===== config.mk =====
export PLATFORM = sky130hd
export DESIGN_NAME = xmodem_rx_ctrl
export DESIGN_NICKNAME = d
export VERILOG_FILES = /design/src/rtl/xmodem_rx_ctrl.sv
export SDC_FILE = /design/constraint.sdc
export NUM_CORES = 2
export LEC_CHECK = 0
export BUFFER_PORTS_ARGS = -buffer_cell sky130_fd_sc_hd__clkbuf_2
export CORE_MARGIN = 3
export CORE_UTILIZATION = 30
export DETAILED_ROUTE_END_ITERATION = 12
export SLEW_MARGIN = 20
export SYNTH_ARGS = -nofsm -noshare
export SYNTH_HDL_FRONTEND = slang
export SYNTH_SLANG_ARGS = --single-unit

===== constraint.sdc =====
create_clock -name clk -period 3.27 [get_ports clk]
set_input_delay 0.1635 -clock clk [delete_from_list [all_inputs] [get_ports clk]]
set_output_delay 0.1635 -clock clk [all_outputs]
set_load 0.01 [all_outputs]

===== src/rtl/xmodem_rx_ctrl.sv =====
// XMODEM (checksum variant) receive controller.
// Parses SOH / blk / ~blk / 128 data / checksum packets, answers ACK/NAK,
// and writes a block to memory only after it has been verified.
// Optional build macro XMODEM_TIMEOUT_EN: idle timeout in WAIT_HDR..CSUM
// abandons the partial packet and sends a retry NAK after TIMEOUT_CYC cycles.
module xmodem_rx_ctrl #(
  parameter int unsigned ADDR_W      = 20,
  parameter int unsigned TIMEOUT_CYC = 50_000_000
) (
  input  logic              clk,
  input  logic              rst_b,
  input  logic              start,
  input  logic [7:0]        rx_data,
  input  logic              rx_valid,
  output logic [7:0]        tx_data,
  output logic              tx_valid,
  input  logic              tx_ready,
  output logic              wr_en,
  output logic [ADDR_W-1:0] wr_addr,
  output logic [7:0]        wr_data,
  output logic              busy,
  output logic              done,
  output logic [7:0]        err_cnt
);

  localparam logic [7:0] SOH = 8'h01;
  localparam logic [7:0] EOT = 8'h04;
  localparam logic [7:0] ACK = 8'h06;
  localparam logic [7:0] NAK = 8'h15;

  typedef enum logic [3:0] {
    S_IDLE, S_WAIT_HDR, S_BLK, S_BLKN, S_DATA, S_CSUM,
    S_CHECK, S_COMMIT, S_SEND_ACK, S_SEND_NAK
  } state_e;

  state_e              state_q, state_d;
  logic [7:0]          blk_q, blk_d, blkn_q, blkn_d, csum_q, csum_d, sum_q, sum_d;
  logic [6:0]          idx_q, idx_d, cidx_q, cidx_d;
  logic [7:0]          exp_blk_q, exp_blk_d;
  logic                eot_q, eot_d, cnt_nak_q, cnt_nak_d;
  logic [7:0]          tx_data_q, tx_data_d;
  logic                tx_valid_q, tx_valid_d;
  logic                wr_en_q, wr_en_d;
  logic [ADDR_W-1:0]   wr_addr_q, wr_addr_d;
  logic [7:0]          wr_data_q, wr_data_d;
  logic                busy_q, busy_d, done_q, done_d;
  logic [7:0]          err_cnt_q, err_cnt_d;
  logic                mem_we;
  logic [7:0]          mem_q [128];

`ifdef XMODEM_TIMEOUT_EN
  localparam int unsigned TW = $clog2(TIMEOUT_CYC + 1);
  logic [TW-1:0] tmo_q, tmo_d;
  logic          in_rx;
`else
  logic unused_timeout;
  assign unused_timeout = ^TIMEOUT_CYC;
`endif

  assign tx_data  = tx_data_q;
  assign tx_valid = tx_valid_q;
  assign wr_en    = wr_en_q;
  assign wr_addr  = wr_addr_q;
  assign wr_data  = wr_data_q;
  assign busy     = busy_q;
  assign done     = done_q;
  assign err_cnt  = err_cnt_q;

  // Block buffer; contents need no reset since every commit is preceded by a full fill.
  always_ff @(posedge clk) begin
    if (mem_we) mem_q[idx_q] <= rx_data;
  end

  // Next-state and registered-output logic.
  always_comb begin
    state_d    = state_q;
    blk_d      = blk_q;
    blkn_d     = blkn_q;
    csum_d     = csum_q;
    sum_d      = sum_q;
    idx_d      = idx_q;
    cidx_d     = cidx_q;
    exp_blk_d  = exp_blk_q;
    eot_d      = eot_q;
    cnt_nak_d  = cnt_nak_q;
    tx_data_d  = tx_data_q;
    wr_en_d    = 1'b0;
    wr_addr_d  = wr_addr_q;
    wr_data_d  = wr_data_q;
    busy_d     = busy_q;
    done_d     = done_q;
    err_cnt_d  = err_cnt_q;
    mem_we     = 1'b0;

    if (wr_en_q) wr_addr_d = wr_addr_q + ADDR_W'(1);

    case (state_q)
      S_IDLE: if (start) begin
        state_d   = S_SEND_NAK;
        tx_data_d = NAK;
        busy_d    = 1'b1;
        done_d    = 1'b0;
        err_cnt_d = '0;
        wr_addr_d = '0;
        exp_blk_d = 8'd1;
        eot_d     = 1'b0;
        cnt_nak_d = 1'b0;   // the solicitation NAK is not an error
      end
      S_WAIT_HDR: if (rx_valid) begin
        if (rx_data == SOH) begin
          state_d = S_BLK;
        end else if (rx_data == EOT) begin
          state_d   = S_SEND_ACK;
          tx_data_d = ACK;
          eot_d     = 1'b1;
        end
      end
      S_BLK: if (rx_valid) begin
        blk_d   = rx_data;
        state_d = S_BLKN;
      end
      S_BLKN: if (rx_valid) begin
        blkn_d  = rx_data;
        sum_d   = '0;
        idx_d   = '0;
        state_d = S_DATA;
      end
      S_DATA: if (rx_valid) begin
        mem_we = 1'b1;
        sum_d  = sum_q + rx_data;
        idx_d  = idx_q + 7'd1;
        if (idx_q == 7'd127) state_d = S_CSUM;
      end
      S_CSUM: if (rx_valid) begin
        csum_d  = rx_data;
        state_d = S_CHECK;
      end
      S_CHECK: begin
        if (blkn_q != ~blk_q || csum_q != sum_q) begin
          state_d   = S_SEND_NAK;
          tx_data_d = NAK;
          cnt_nak_d = 1'b1;
        end else if (blk_q == exp_blk_q - 8'd1) begin
          state_d   = S_SEND_ACK;
          tx_data_d = ACK;
        end else if (blk_q == exp_blk_q) begin
          state_d = S_COMMIT;
          cidx_d  = '0;
          wr_en_d = 1'b1;
        end else begin
          state_d   = S_SEND_NAK;
          tx_data_d = NAK;
          cnt_nak_d = 1'b1;
        end
      end
      S_COMMIT: begin
        if (cidx_q == 7'd127) begin
          state_d   = S_SEND_ACK;
          tx_data_d = ACK;
          exp_blk_d = exp_blk_q + 8'd1;
        end else begin
          cidx_d  = cidx_q + 7'd1;
          wr_en_d = 1'b1;
        end
      end
      S_SEND_ACK: if (tx_ready) begin
        if (eot_q) begin
          state_d = S_IDLE;
          done_d  = 1'b1;
          busy_d  = 1'b0;
          eot_d   = 1'b0;
        end else begin
          state_d = S_WAIT_HDR;
        end
      end
      S_SEND_NAK: if (tx_ready) begin
        state_d   = S_WAIT_HDR;
        cnt_nak_d = 1'b0;
        if (cnt_nak_q && err_cnt_q != 8'hFF) err_cnt_d = err_cnt_q + 8'd1;
      end
      default: state_d = S_IDLE;
    endcase

`ifdef XMODEM_TIMEOUT_EN
    // Receive states only leave on rx_valid, so a quiet cycle here means state_d == state_q.
    in_rx = state_q inside {S_WAIT_HDR, S_BLK, S_BLKN, S_DATA, S_CSUM};
    if (in_rx && !rx_valid && tmo_q == TW'(TIMEOUT_CYC - 1)) begin
      state_d   = S_SEND_NAK;
      tx_data_d = NAK;
      cnt_nak_d = 1'b1;
    end
    if (!in_rx || rx_valid || state_d != state_q) tmo_d = '0;
    else                                           tmo_d = tmo_q + TW'(1);
`endif

    if (wr_en_d) wr_data_d = mem_q[cidx_d];
    tx_valid_d = (state_d == S_SEND_ACK) || (state_d == S_SEND_NAK);
  end

  // State and output registers.
  always_ff @(posedge clk or negedge rst_b) begin
    if (!rst_b) begin
      state_q    <= S_IDLE;
      blk_q      <= '0;
      blkn_q     <= '0;
      csum_q     <= '0;
      sum_q      <= '0;
      idx_q      <= '0;
      cidx_q     <= '0;
      exp_blk_q  <= 8'd1;
      eot_q      <= 1'b0;
      cnt_nak_q  <= 1'b0;
      tx_data_q  <= '0;
      tx_valid_q <= 1'b0;
      wr_en_q    <= 1'b0;
      wr_addr_q  <= '0;
      wr_data_q  <= '0;
      busy_q     <= 1'b0;
      done_q     <= 1'b0;
      err_cnt_q  <= '0;
    end else begin
      state_q    <= state_d;
      blk_q      <= blk_d;
      blkn_q     <= blkn_d;
      csum_q     <= csum_d;
      sum_q      <= sum_d;
      idx_q      <= idx_d;
      cidx_q     <= cidx_d;
      exp_blk_q  <= exp_blk_d;
      eot_q      <= eot_d;
      cnt_nak_q  <= cnt_nak_d;
      tx_data_q  <= tx_data_d;
      tx_valid_q <= tx_valid_d;
      wr_en_q    <= wr_en_d;
      wr_addr_q  <= wr_addr_d;
      wr_data_q  <= wr_data_d;
      busy_q     <= busy_d;
      done_q     <= done_d;
      err_cnt_q  <= err_cnt_d;
    end
  end

`ifdef XMODEM_TIMEOUT_EN
  // Idle-cycle counter for the retry timeout.
  always_ff @(posedge clk or negedge rst_b) begin
    if (!rst_b) tmo_q <= '0;
    else        tmo_q <= tmo_d;
  end
`endif

endmodule


==> Implementation_results.wiki <==
{| class="wikitable"
! Metric !! Value
|-
| First-pass GRT wire length || 195 mm
|-
| Largest net degree at the start of global routing || 126
|-
| Max frequency || 0.293 GHz
|-
| Power density normalized to cell area || 530 mW/mm²
|-
| Average cell area after synthesis || 14.0 µm²
|-
| Final hold violation count || 0
|-
| Weighted congestion at the end of routability-driven global placement || 0.870
|-
| Layout fillers || 14000
|-
| Max VDD drop || 452 µV
|-
| Final worst-path cycle share || 1.04
|-
| Clock-pin slew on the worst setup and hold paths || 60 ps
|-
| Later-pin clock latency in the skew report || 740 ps
|-
| Max-slew headroom at the worst pin || 0.353
|-
| Number of optimization iterations in the first detailed-route pass || 6
|-
| Shortest period the worst path allows || 3410 ps
|-
| Met3 usage in global routing || 0.0269
|-
| Worst setup margin || -142 ps
|-
| Top Ports || 61
|-
| Total wirelength of the detailed-routed design || 133 mm
|-
| Commonest non-fill, non-tap cell in the layout || edfxtp_1
|-
| Count of antenna-violating nets left after detailed routing || 0
|-
| Total clock sinks || 1127
|-
| Number of placement rows || 142
|-
| Slew Limit Fails || 0
|-
| Max Cap Violations || 0
|-
| Min-Delay Startpoint || rx_data[7]
|-
| Cell variety after synth || 66
|-
| Total via count in the routed design || 29500
|-
| Post-Synthesis Cell Area || 0.0459 mm²
|-
| Worst slew pin tran || 970 ps
|-
| RSZ-0062 raised after global routing || yes
|-
| Count of warnings emitted by yosys || 0
|-
| Top library cells by usage in the layout, fill and taps aside || 1024 x edfxtp_1, 602 x nand2_1, 357 x buf_4
|-
| Combined area of the multi-input logic cells || 0.0126 mm²
|-
| Hold Worst Slack || 53.6 ps
|-
| Hold Path Depth || 2
|-
| Cell mode on critical path || buf_12
|-
| Total leakage power || 0.0194 µW
|-
| Critical-path cell with the highest stage delay || dfrtp_1
|-
| Area delta synth->final || 24.3%
|-
| Clock Root Buffer || clkbuf_16
|-
| CTS tree || done
|-
| Critical path required time || 3910 ps
|-
| Detailed-route vias per instance || 5.08
|-
| Setup crit end kind || register
|-
| Final setup TNS || -743 ps
|-
| Reg-to-Reg Start || csum_q[3]
|-
| Fraction of layout instances using a drive strength above 1 || 0.223
|-
| Vias in the first global route || 28500
|-
| Fin Clk Skew || 52.0 ps
|-
| Flops & latches, synth || 1127
|-
| Hold worst-path end || mem_q[36][7]
|-
| Cell-by-cell listing of the critical path || xnor2_2 -> nand4_1 -> nor4_4 -> buf_4 -> buf_4 -> a21oi_4 -> buf_12 -> and2_4 -> buf_12 -> buf_16 -> buf_12 -> a31oi_4 -> nand4_1 -> nand3_1 -> nand2_4 -> a311oi_2
|-
| Met2 global-route usage || 0.258
|-
| Initial cell density of the core || 0.304
|-
| Final setup violation count || 8
|-
| Total clock buffers created by CTS || 111
|-
| Arrival time worst endpoint || 4060 ps
|-
| Remaining DRCs || 0
|-
| GRT met1 Usage || 0.239
|-
| Most used DFF post-synth || edfxtp_1
|-
| Reg-to-reg critical path endpoint || wr_data[3]
|-
| Most Crowded Layer GR || met2
|-
| Number of flops mapped to enable cells by yosys || 1024
|-
| Async set or reset register ratio after synthesis || 0.0914
|-
| Global route total overflow || 0
|-
| Overall die area || 0.158 mm²
|-
| Run status || finished with violations
|-
| Slowest Stage Delay on Critical Path || 410 ps
|-
| Initial antenna violation count || 5
|-
| Worst hold-check path type || in2reg
|-
| Violations in the final reports || negative setup slack
|-
| Number of DRC markers in iteration 0 || 3379
|-
| Critical setup path kind || reg2reg
|-
| Cells on worst reg2reg path || 16
|-
| Number of instances in the placed design || 5542
|-
| Post-route non-filler standard cell count || 5809
|-
| Post-DP HPWL || 80.2 mm
|-
| Sequential share of the synthesized area || 0.727
|-
| Max Fanout on Critical Path || 18
|-
| Std-Cell Core Area || 0.151 mm²
|-
| Mapped Cells || 3269
|-
| Area taken by flip-flops and latches || 0.0333 mm²
|-
| CTS HTree Levels || 3
|-
| Post-placement setup slack || -687 ps
|-
| Final nets || 3720
|-
| Clock tree buffer depth || 3
|-
| Die Y || 397 µm
|-
| Startpoint class of the critical path || register
|-
| Chip Width || 397 µm
|-
| DR WL/cell || 22.8 µm
|-
| Count of input and output buffers || 56
|-
| Global-route total usage across every layer || 0.165
|-
| Register-to-register setup slack || -140 ps
|}
## per-layer routing
layer  routed length [µm]  up-vias  share of wire
li1                     -    13100              -
met1                58300    15000           0.44
met2                60300     1179           0.45
met3                10300      199          0.078
met4                 3620        0          0.027
met5                    0        -              0
## stage by stage
step | total power [µW] | util | cell area [µm²]
after floorplan | 16800 | - | 45900
after global placement | 17400 | 0.340 | 51200
after detailed placement | 17400 | 0.340 | 51200
after CTS | 30400 | 0.376 | 56700
after global routing | 31200 | 0.378 | 57000
final | 30200 | 0.378 | 57000
## worst max path at each step
stage	startpoint	end	slack, ps	cells past startpoint
6_report	csum_q[3]	wr_data[3]	-140	16
5_1_grt	sum_q[2]	wr_data[5]	-260	15
4_1_cts	csum_q[4]	wr_data[4]	-90	16
3_5_place_dp	cidx_q[1]	wr_data[6]	-690	14
3_3_place_gp	cidx_q[1]	wr_data[6]	-690	14
2_1_floorplan	exp_blk_q[0]	wr_data[0]	120	14
## cell type report
class / count / area share
flip-flops and latches: 1127 / 0.584
diodes: 1 / 0.0000439
clock buffers: 141 / 0.0521
well taps: 2016 / 0.0442
multi-input cells: 1937 / 0.221
repair buffers: 500 / 0.0838
clock inverters: 71 / 0.0132
repair inverters: 2 / 0.000570
inverters: 14 / 0.00118
## registers in the layout (all words and copies together), names as in the netlist
signal	cells
sum_q	8
state_q	4
blkn_q	8
blk_q	8
busy	1
cnt_nak_q	1
done	1
wr_en	1
exp_blk_q	8
eot_q	1
cidx_q	7
err_cnt	8
mem_q	1024
tx_valid	1
csum_q	8
tx_data	3
idx_q	7
wr_data	8
wr_addr	20
## report_power, final
group	switching (µW)	leakage (µW)	internal, µW
Combinational	779	0.00693	451
Sequential	106	0.0106	15800
Clock	5560	0.00183	7480
## critical path: cells and delay by family (launching register included)
kind	cells	cell delay (ps)
AOI/OAI and AO/OA	3	420
xor gates and xnor gates	1	200
buffers and inverters	6	950
DFF	1	410
and+or+nand+nor	6	1320
## cell families (layout without fill, tap and decap cells)
family                   Yosys count  in the layout  synth area share
adder cells (fa/ha/maj)           14             14           0.00398
XOR/XNOR                          68             68            0.0130
flip-flops                      1127           1127             0.727
buffers and inverters            210            728            0.0205
AND/OR/NAND/NOR                 1174           1176             0.111
multiplexers                     303            303            0.0687
AO/OA/AOI/OAI                    372            372            0.0560
other                              1              5         0.0000818
## cell usage after synthesis, drive strengths merged, types with 7 or more instances
master / instances / share of area
and3: 23 / 0.0031
a21oi: 90 / 0.0098
mux4: 7 / 0.0034
nand3: 211 / 0.023
xnor2: 27 / 0.0052
mux2: 25 / 0.0061
nor2: 207 / 0.017
a31oi: 55 / 0.0075
or3: 7 / 0.00095
edfxtp: 1024 / 0.67
ha: 13 / 0.0035
clkbuf: 83 / 0.0068
nor3b: 9 / 0.0015
o22ai: 8 / 0.0011
nor2b: 10 / 0.0014
mux2i: 271 / 0.059
a311oi: 16 / 0.0031
o21ai: 37 / 0.0041
o211a: 7 / 0.0015
a32oi: 23 / 0.0044
xor2: 41 / 0.0078
a22o: 19 / 0.0036
buf: 113 / 0.013
nand2: 609 / 0.050
inv: 14 / 0.0011
dfrtp: 102 / 0.056
nand4: 58 / 0.0079
a221oi: 40 / 0.0076
a22oi: 45 / 0.0074
## timing repair
action | CTS | global route
setup endpoints to repair | 8 | 8
pin swaps | 53 | 35
hold buffers | 8 | 0
cloned | 22 | 1
buffers inserted | 21 | 4
endpoints found under the hold margin | 124 | 0
gates resized for setup | 174 | 59
(Power assumes the default switching activity.)
